[config.mk]
export PLATFORM = sky130hd
export DESIGN_NAME = fsm_dispatcher
export DESIGN_NICKNAME = d
export VERILOG_FILES = /design/src/rtl/fsm_dispatcher.sv
export SDC_FILE = /design/constraint.sdc
export NUM_CORES = 1
export LEC_CHECK = 0
export BUFFER_PORTS_ARGS = -buffer_cell sky130_fd_sc_hd__buf_4
export CORE_ASPECT_RATIO = 0.75
export CORE_UTILIZATION = 30
export DETAILED_ROUTE_END_ITERATION = 8
export GPL_TIMING_DRIVEN = 0
export SLEW_MARGIN = 20
export SYNTH_ARGS = -nofsm -noshare
export SYNTH_HDL_FRONTEND = slang
export SYNTH_SLANG_ARGS = --single-unit
[constraint.sdc]
create_clock -name clk -period 2.1 [get_ports clk]
set_input_delay 0.42 -clock clk [delete_from_list [all_inputs] [get_ports clk]]
set_output_delay 0.42 -clock clk [all_outputs]
set_load 0.005 [all_outputs]
[src/rtl/fsm_dispatcher.sv]
`default_nettype none
// ============================================================================
// Module   : fsm_dispatcher
// Purpose  : Launches exactly one sub-FSM per instruction from a one-hot start,
//            holds ownership and routes the owner's control vector to the
//            datapath. A watchdog forces completion if a sub-FSM hangs.
// Revision : 1.0  initial release
// ============================================================================
module fsm_dispatcher #(
   parameter int unsigned           N_FSM       = 4,
   parameter int unsigned           CTRL_W      = 24,
   parameter logic [CTRL_W-1:0]     IDLE_CTRL   = '0,
   parameter int unsigned           TIMEOUT_CYC = 255,
   parameter int unsigned           IDX_W       = $clog2(N_FSM)
) (
   input  logic                      clk,
   input  logic                      rst_n,
   input  logic [N_FSM-1:0]          start_i,
   input  logic [N_FSM*CTRL_W-1:0]   sub_ctrl_i,
   input  logic [N_FSM-1:0]          sub_done_i,
   output logic [N_FSM-1:0]          fsm_start_o,
   output logic [CTRL_W-1:0]         ctrl_o,
   output logic [IDX_W-1:0]          active_o,
   output logic                      busy_o,
   output logic                      done_o,
   output logic                      timeout_o,
   output logic                      err_multi_o
);

   localparam logic [1:0] C_IDLE  = 2'd0;
   localparam logic [1:0] C_RUN   = 2'd1;
   localparam logic [1:0] C_DRAIN = 2'd2;

   localparam int unsigned CNT_W = (TIMEOUT_CYC > 1) ? $clog2(TIMEOUT_CYC) : 1;

   logic [1:0]        state_q,     state_d;
   logic [IDX_W-1:0]  active_q,    active_d;
   logic [CNT_W-1:0]  cnt_q,       cnt_d;
   logic [N_FSM-1:0]  fsm_start_q, fsm_start_d;
   logic              busy_q,      busy_d;
   logic              done_q,      done_d;
   logic              timeout_q,   timeout_d;
   logic              err_multi_q, err_multi_d;

   logic [CTRL_W-1:0] w_slice [N_FSM];
   logic              w_onehot;
   logic              w_multi;
   logic [IDX_W-1:0]  w_idx;
   logic              w_wd_hit;

   genvar gi;
   generate
      for (gi = 0; gi < N_FSM; gi++) begin : g_slice
         assign w_slice[gi] = sub_ctrl_i[gi*CTRL_W +: CTRL_W];
      end
   endgenerate

   // Counter sits at TIMEOUT_CYC-1 on the last RUN cycle the watchdog allows.
   generate
      if (TIMEOUT_CYC == 0) begin : g_wd_off
         assign w_wd_hit = 1'b0;
      end else begin : g_wd_on
         assign w_wd_hit = (cnt_q == CNT_W'(TIMEOUT_CYC - 1));
      end
   endgenerate

   assign w_onehot = (start_i != '0) && ((start_i & (start_i - 1'b1)) == '0);
   assign w_multi  = (start_i != '0) && !w_onehot;

   always_comb begin
      w_idx = '0;
      for (int i = 0; i < N_FSM; i++) begin
         if (start_i[i]) w_idx = IDX_W'(i);
      end
   end

   always_comb begin
      state_d     = state_q;
      active_d    = active_q;
      cnt_d       = cnt_q;
      fsm_start_d = '0;
      done_d      = 1'b0;
      timeout_d   = 1'b0;
      err_multi_d = 1'b0;
      case (state_q)
         C_IDLE: begin
            if (w_onehot) begin
               state_d     = C_RUN;
               active_d    = w_idx;
               cnt_d       = '0;
               fsm_start_d = start_i;
            end else if (w_multi) begin
               err_multi_d = 1'b1;
            end
         end
         C_RUN: begin
            if (cnt_q != '1) cnt_d = cnt_q + 1'b1;
            if (sub_done_i[active_q]) begin
               state_d = C_DRAIN;
               done_d  = 1'b1;
            end else if (w_wd_hit) begin
               state_d   = C_DRAIN;
               done_d    = 1'b1;
               timeout_d = 1'b1;
            end
         end
         C_DRAIN: begin
            state_d  = C_IDLE;
            active_d = '0;
         end
         default: begin
            state_d  = C_IDLE;
            active_d = '0;
         end
      endcase
      busy_d = (state_d != C_IDLE);
   end

   always_ff @(posedge clk or negedge rst_n) begin
      if (!rst_n) begin
         state_q     <= C_IDLE;
         active_q    <= '0;
         cnt_q       <= '0;
         fsm_start_q <= '0;
         busy_q      <= 1'b0;
         done_q      <= 1'b0;
         timeout_q   <= 1'b0;
         err_multi_q <= 1'b0;
      end else begin
         state_q     <= state_d;
         active_q    <= active_d;
         cnt_q       <= cnt_d;
         fsm_start_q <= fsm_start_d;
         busy_q      <= busy_d;
         done_q      <= done_d;
         timeout_q   <= timeout_d;
         err_multi_q <= err_multi_d;
      end
   end

   assign ctrl_o      = (state_q == C_RUN) ? w_slice[active_q] : IDLE_CTRL;
   assign fsm_start_o = fsm_start_q;
   assign active_o    = active_q;
   assign busy_o      = busy_q;
   assign done_o      = done_q;
   assign timeout_o   = timeout_q;
   assign err_multi_o = err_multi_q;

endmodule
`default_nettype wire
==> out/results.txt, run 1 <==
outcome = finished with violations
violated checks = negative setup slack
HPWL after DPL = 4.89 mm
Final Hold Slack = 25.0 ps
worst reg2reg startpoint = active_o[0]$_DFFE_PN0P_
post-layout instance area = 3120 um^2
total grt overflow = 0
fraction of synthesized area in multiplexers = 34.2%
post-synthesis net count = 265
All-Layer GR Usage = 17.8%
Multi-input gate area = 1210 um^2
post-synthesis compound-gate area fraction = 7.50%
wire per inst = 15.8 um
maximum vdd drop = 363 uV
vias in the first global route = 1713
first-pass GRT wire length = 8.36 mm
hold crit path type = in -> async
total CTS buffers = 3
Chip Width = 89.8 um
post-synthesis cell count = 157
io pins = 140
Critical Path RT = 1680 ps
Skew-Pair Late Insertion Delay = 260 ps
ratio of cells with drive above 1 in the final layout = 68.2%
Yosys cell types = 34
max-slew violation count = 0
Synth top area share = 32.5%
drt first pass iters = 4
Clock transition at path regs = 80 ps
worst-path fanout max = 10
root buf cell = clkbuf_8
Synth area leader = mux4_2
Place WS = -289 ps
relative slew slack = 72.3%
Post-Syn Area = 1730 um^2
port buffer count = 136
Worst Max-Slew Pin Slew = 411 ps
die footprint = 6090 um^2
Most used DFF post-synth = dfrtp_1
largest net degree at the start of global routing = 21
Post-synth EDFFs = 0
Routed WL = 5.97 mm
CTS tree = built
XOR/XNOR share of the synthesized area = 1.01%
DRC = 0
vias = 1839
Crit. End Element = primary output
P&R area growth vs syn = 80.0%
fillers = 505
Static Leakage = 1.47 nW
DR iter-0 viols = 70
Post-Synth Simple-Gate Area = 22.5%
number of synthesized register bits = 20
critical path class = reg -> out
Fin. Hold Viols = 0
H-tree depth = 1
Adder-Cell Fraction of Synth Area = 1.44%
number of nets with antenna violations after routing = 0
antenna cells = 0
worst r2r dst = state_q[0]$_DFF_PN0_
Post-DP Area = 2850 um^2
Final WS setup = -74.1 ps
Longest Clk Path Bufs = 2
combinational family with the most area after synthesis = multiplexers
R2R depth = 6
FF+latch area = 502 um^2
CP Data Arrival Time = 1750 ps
clock sinks = 20
Clock Skew = 5.13 ps
synth warn = 0
CTS Hold Bufs = 0
max_cap viols = 0
Tcrit/Tclk final = 104%
Reg2Reg Setup Slack = 250 ps
via density per instance = 4.88
RSZ-0062 raised after global routing = yes
synthesized area per cell = 11.0 um^2
commonest cells after routing, fill and taps aside = buf_4, mux4_2, and2_4, dfrtp_1, buf_6
antenna violations before repair = 0
GP Congestion = 0.759
register area share after synthesis = 28.9%
startpoint class of the critical path = register
Final setup viols = 23
fin crit period = 2170 ps
FP Rows = 23
ranking of synthesized cells by area = mux4_2, dfrtp_1, and2_1
core area = 5470 um^2
Synth async-reset ratio = 100%
FMAX = 460 MHz
die height = 67.8 um
initial core utilization = 31.7%
commonest non-fill, non-tap cell in the layout = buf_4
Final #Nets = 411
total power density per cell area = 1010 nW/um^2
==> registers in the layout (all words and copies together) (netlist names) <==
| register | cells |
|---|---|
| cnt_q | 8 |
| fsm_start_o | 4 |
| active_o | 2 |
| state_q | 2 |
| busy_o | 1 |
| done_o | 1 |
| err_multi_o | 1 |
| timeout_o | 1 |
==> layout make-up <==
class	count	area share, %
Multi-Input combinational cell	122	38.8
Timing Repair Buffer	142	36.0
Sequential cell	20	16.1
Buffer	12	3.65
Tap cell	75	3.01
Clock buffer	3	1.32
Clock inverter	1	0.962
Inverter	2	0.240
==> critical path, cell delays in order, from the launching register on <==
cell and delay [ps]:
dfrtp_1 400, buf_8 140, buf_12 150, mux4_2 510, and2_4 170, buf_4 130
==> per-stage QoR <==
stage / setup TNS (ps) / instances / utilization [%] / total power, mW
6_report: -824 / 377 / 57.1 / 3.16
5_1_grt: -2510 / 377 / 57.1 / 3.37
4_1_cts: -838 / 376 / 55.2 / 2.96
3_5_place_dp: -4640 / 368 / 52.1 / 2.37
3_3_place_gp: -4070 / 368 / 52.1 / 2.35
2_1_floorplan: 0 / 157 / - / 1.62
==> kinds of logic (layout without fill, tap and decap cells) <==
logic type | Yosys count | count (layout)
buffers and inverters | 15 | 160
multiplexers | 28 | 28
adder cells (fa/ha/maj) | 2 | 2
XOR/XNOR | 2 | 2
flip-flops | 20 | 20
AO/OA/AOI/OAI | 19 | 19
AND/OR/NAND/NOR | 71 | 71
==> where the power goes <==
part           switching, mW  leakage, nW  internal (mW)
registers              0.121        0.265          0.487
clock network          0.132       0.0357          0.254
logic                  0.782         1.17           1.38
total                   1.04         1.47           2.13
==> cells in the mapped netlist, types with 3 or more instances <==
cell	count
nand3_1	4
a211oi_1	3
nor2_1	13
dfrtp_1	20
nor3_1	6
and2_1	28
a21oi_1	4
buf_2	5
mux2i_1	3
o21ai_0	3
nand2b_1	6
mux4_2	25
nand2_1	7
clkbuf_1	6
==> worst max path at each step <==
stage                                 start    endpoint  slack (ps)  cells after the start
finish              active_o[0]$_DFFE_PN0P_   ctrl_o[9]         -70                      5
global route        active_o[0]$_DFFE_PN0P_   ctrl_o[4]        -140                      5
CTS                 active_o[0]$_DFFE_PN0P_   ctrl_o[9]         -60                      5
detailed placement  active_o[1]$_DFFE_PN0P_   ctrl_o[9]        -290                      5
global placement    active_o[0]$_DFFE_PN0P_  ctrl_o[13]        -240                      5
floorplan           active_o[0]$_DFFE_PN0P_  ctrl_o[10]          80                      4
==> timing repair <==
| action | 4_1_cts | 5_1_grt |
|---|---|---|
| resized for setup | 22 | 33 |
| pin swaps | 0 | 0 |
| hold endpoints to repair | 0 | 0 |
| buffers inserted | 5 | 1 |
| setup endpoints to repair | 24 | 24 |
==> per-layer routing <==
layer	part of all wire, %	track usage (%)	vias to the layer above
met2	53	31.3	73
li1	-	-	884
met3	7.2	4.44	2
met5	0	0	-
met1	39	23.2	880
met4	0.17	2.05	0
Note: power is estimated with default switching activity, not from simulation.
==> run 2: changes to the inputs <==
--- a/config.mk
+++ b/config.mk
@@ -10,7 +10,6 @@
 export CORE_UTILIZATION = 30
 export DETAILED_ROUTE_END_ITERATION = 8
 export GPL_TIMING_DRIVEN = 0
-export SLEW_MARGIN = 20
 export SYNTH_ARGS = -nofsm -noshare
 export SYNTH_HDL_FRONTEND = slang
 export SYNTH_SLANG_ARGS = --single-unit
==> constraint.sdc (replaced) <==
create_clock -name clk -period 2.26 [get_ports clk]
set_input_delay 0.452 -clock clk [delete_from_list [all_inputs] [get_ports clk]]
set_output_delay 0.452 -clock clk [all_outputs]
set_load 0.005 [all_outputs]
==> run 2 against run 1 <==
  * Sequential cell count unchanged
  * Global-route usage is 0.33 points lower
  * Setup slack gained 110 ps
  * Cell count up 0.27%
  * First-iteration DRC count is 17% lower
  * Non-clock buffer count grew 1
  * Hold slack better by 32 ps
  * The run now ends clean
  * Core utilization down 1.7 points
  * Critical path type unchanged
==> out/results.txt, run 2 (same netlist as run 1, synthesis figures left out) <==
P&R area growth vs syn = 74.7%
max incr delay on CP = 510 ps (about the same)
relative slew slack = 72.2% (about the same)
largest net degree at the start of global routing = 21 (unchanged)
max_cap viols = 0 (unchanged)
CP Data Arrival Time = 1770 ps (+20 ps)
worst r2r dst = state_q[0]$_DFF_PN0_
vias = 1848 (+0.49%)
Worst Max-Slew Pin Slew = 412 ps (+0.729 ps)
Skew-Pair Late Insertion Delay = 260 ps (about the same)
GP Congestion = 0.759 (unchanged)
maximum vdd drop = 335 uV (-7.6%)
wire per inst = 15.6 um (-1.4%)
FMAX = 450 MHz
max-slew violation count = 0 (unchanged)
Crit. End Element = primary output
number of nets with antenna violations after routing = 0 (unchanged)
setup TNS = 0 ps (+824 ps)
worst reg2reg startpoint = active_o[0]$_DFFE_PN0P_
clock sinks = 20 (unchanged)
CP Buf/Inv Count = 3 (unchanged)
via density per instance = 4.89 (+0.22%)
Worst path slowest cell = mux4_2
Final setup viols = 0 (-100%)
FP Rows = 23 (unchanged)
DRC = 0 (unchanged)
H-tree depth = 1 (unchanged)
commonest cells after routing, fill and taps aside = buf_4, and2_1, mux4_2
RSZ-0062 raised after global routing = yes
port buffer count = 136 (unchanged)
Clock transition at path regs = 80 ps (about the same)
CTS Hold Bufs = 0 (unchanged)
max reg flops = 8 (unchanged)
DR iter-0 viols = 58 (-17%)
Overall Power = 2.74 mW (-13%)
HPWL after DPL = 4.89 mm (unchanged)
ratio of cells with drive above 1 in the final layout = 62.0% (-6.2 points)
outcome = completed
Longest Clk Path Bufs = 2 (unchanged)
drt first pass iters = 4 (unchanged)
Fin. Hold Viols = 0 (unchanged)
Top cell by count, worst path = buf_12
fillers = 517 (+2.4%)
Clock Skew = 5.72 ps (+0.584 ps)
startpoint class of the critical path = register
FF+latch area = 502 um^2 (unchanged)
delay-heaviest family, CP = multiplexers
first-pass GRT wire length = 8.27 mm (-1.1%)
die height = 67.8 um (unchanged)
R2R depth = 6 (unchanged)
antenna violations before repair = 0 (unchanged)
total grt overflow = 0 (unchanged)
core area = 5470 um^2 (unchanged)
antenna cells = 0 (unchanged)
io pins = 140 (unchanged)
critical path class = reg -> out
Chip Width = 89.8 um (unchanged)
die footprint = 6090 um^2 (unchanged)
Tcrit/Tclk final = 98.4%
register with the most flip-flops = cnt_q
total power density per cell area = 906 nW/um^2 (-11%)
All-Layer GR Usage = 17.5% (-0.33 points)
Routed WL = 5.90 mm (-1.2%)
Multi-input gate area = 1170 um^2 (-3.7%)
root buf cell = clkbuf_8
Final #Nets = 412 (+0.24%)
CTS tree = built
crit path from = active_o[0]$_DFFE_PN0P_
Critical Path RT = 1810 ps (+130 ps)
critical-path cell list = buf_12 -> buf_12 -> mux4_2 -> and2_1 -> buf_4
total CTS buffers = 3 (unchanged)
Static Leakage = 1.43 nW (-2.7%)
hold crit path type = in -> async
initial core utilization = 31.7% (unchanged)
Reg2Reg Setup Slack = 380 ps (+130 ps)
vias in the first global route = 1707 (-0.35%)
commonest non-fill, non-tap cell in the layout = buf_4
fin crit period = 2220 ps
worst-path fanout max = 10 (unchanged)
run 2: changes by cell type in the layout (fill, tap and decap cells not counted):
cell	change
buf_6	-15
and2_4	-18
buf_4	+16
and2_1	+18
clkbuf_4	-1
buf_8	-1
buf_12	+1
clkbuf_1	+1
run 2: cell type report:
cell class,count,area share (%)
multi-input combinational,122,38.5
timing repair buffer,143,35.4
sequential,20,16.6
buffer,12,3.80
tap,75,3.10
clock buffer,3,1.36
clock inverter,1,0.991
inverter,2,0.248
run 2: worst max-delay path by stage:
stage | slack [ps] | end | cells after the start
after floorplan | 210 | ctrl_o[10] | 4
after global placement | -120 | ctrl_o[13] | 5
after detailed placement | -160 | ctrl_o[9] | 5
after CTS | -20 | ctrl_o[9] | 5
after global routing | -30 | ctrl_o[2] | 5
final | 40 | ctrl_o[9] | 5
run 2: timing repair:
item,in CTS,in global routing
buffers inserted,1,6
endpoints found under the setup margin,19,19
gates resized for setup,12,9
hold endpoints to repair,0,0
run 2: through the flow:
stage | cell area [um^2] | std cells | worst slack (ps) | hold slack, ps | utilization, %
after floorplan | 1730 | 157 | 211 | 156 | -
after global placement | 2850 | 368 | -117 | 344 | 52.1
after detailed placement | 2850 | 368 | -161 | 350 | 52.1
after CTS | 2960 | 372 | -15.9 | 64.6 | 54.1
after global routing | 3030 | 378 | -29.9 | 66.2 | 55.4
final | 3030 | 378 | 36.3 | 56.7 | 55.4
run 2: worst reg2reg max path: stages, from the launching register on:
cell	delay (ps)
dfrtp_1	420
buf_12	150
buf_4	150
buf_4	120
mux4_2	500
a31oi_1	320
a21o_1	170
run 2: report_power, final:
group	leakage (nW)	internal [mW]	switching [mW]
logic	1.13	1.13	0.684
registers	0.265	0.453	0.113
clock network	0.0357	0.236	0.123
total	1.43	1.82	0.920
run 2: metal layers:
| layer | share of wire [%] | GRT usage (%) |
|---|---|---|
| met1 | 41 | 22.6 |
| met2 | 53 | 30.7 |
| met3 | 5.7 | 4.56 |
| met4 | 0.19 | 2.05 |
| met5 | 0 | 0 |
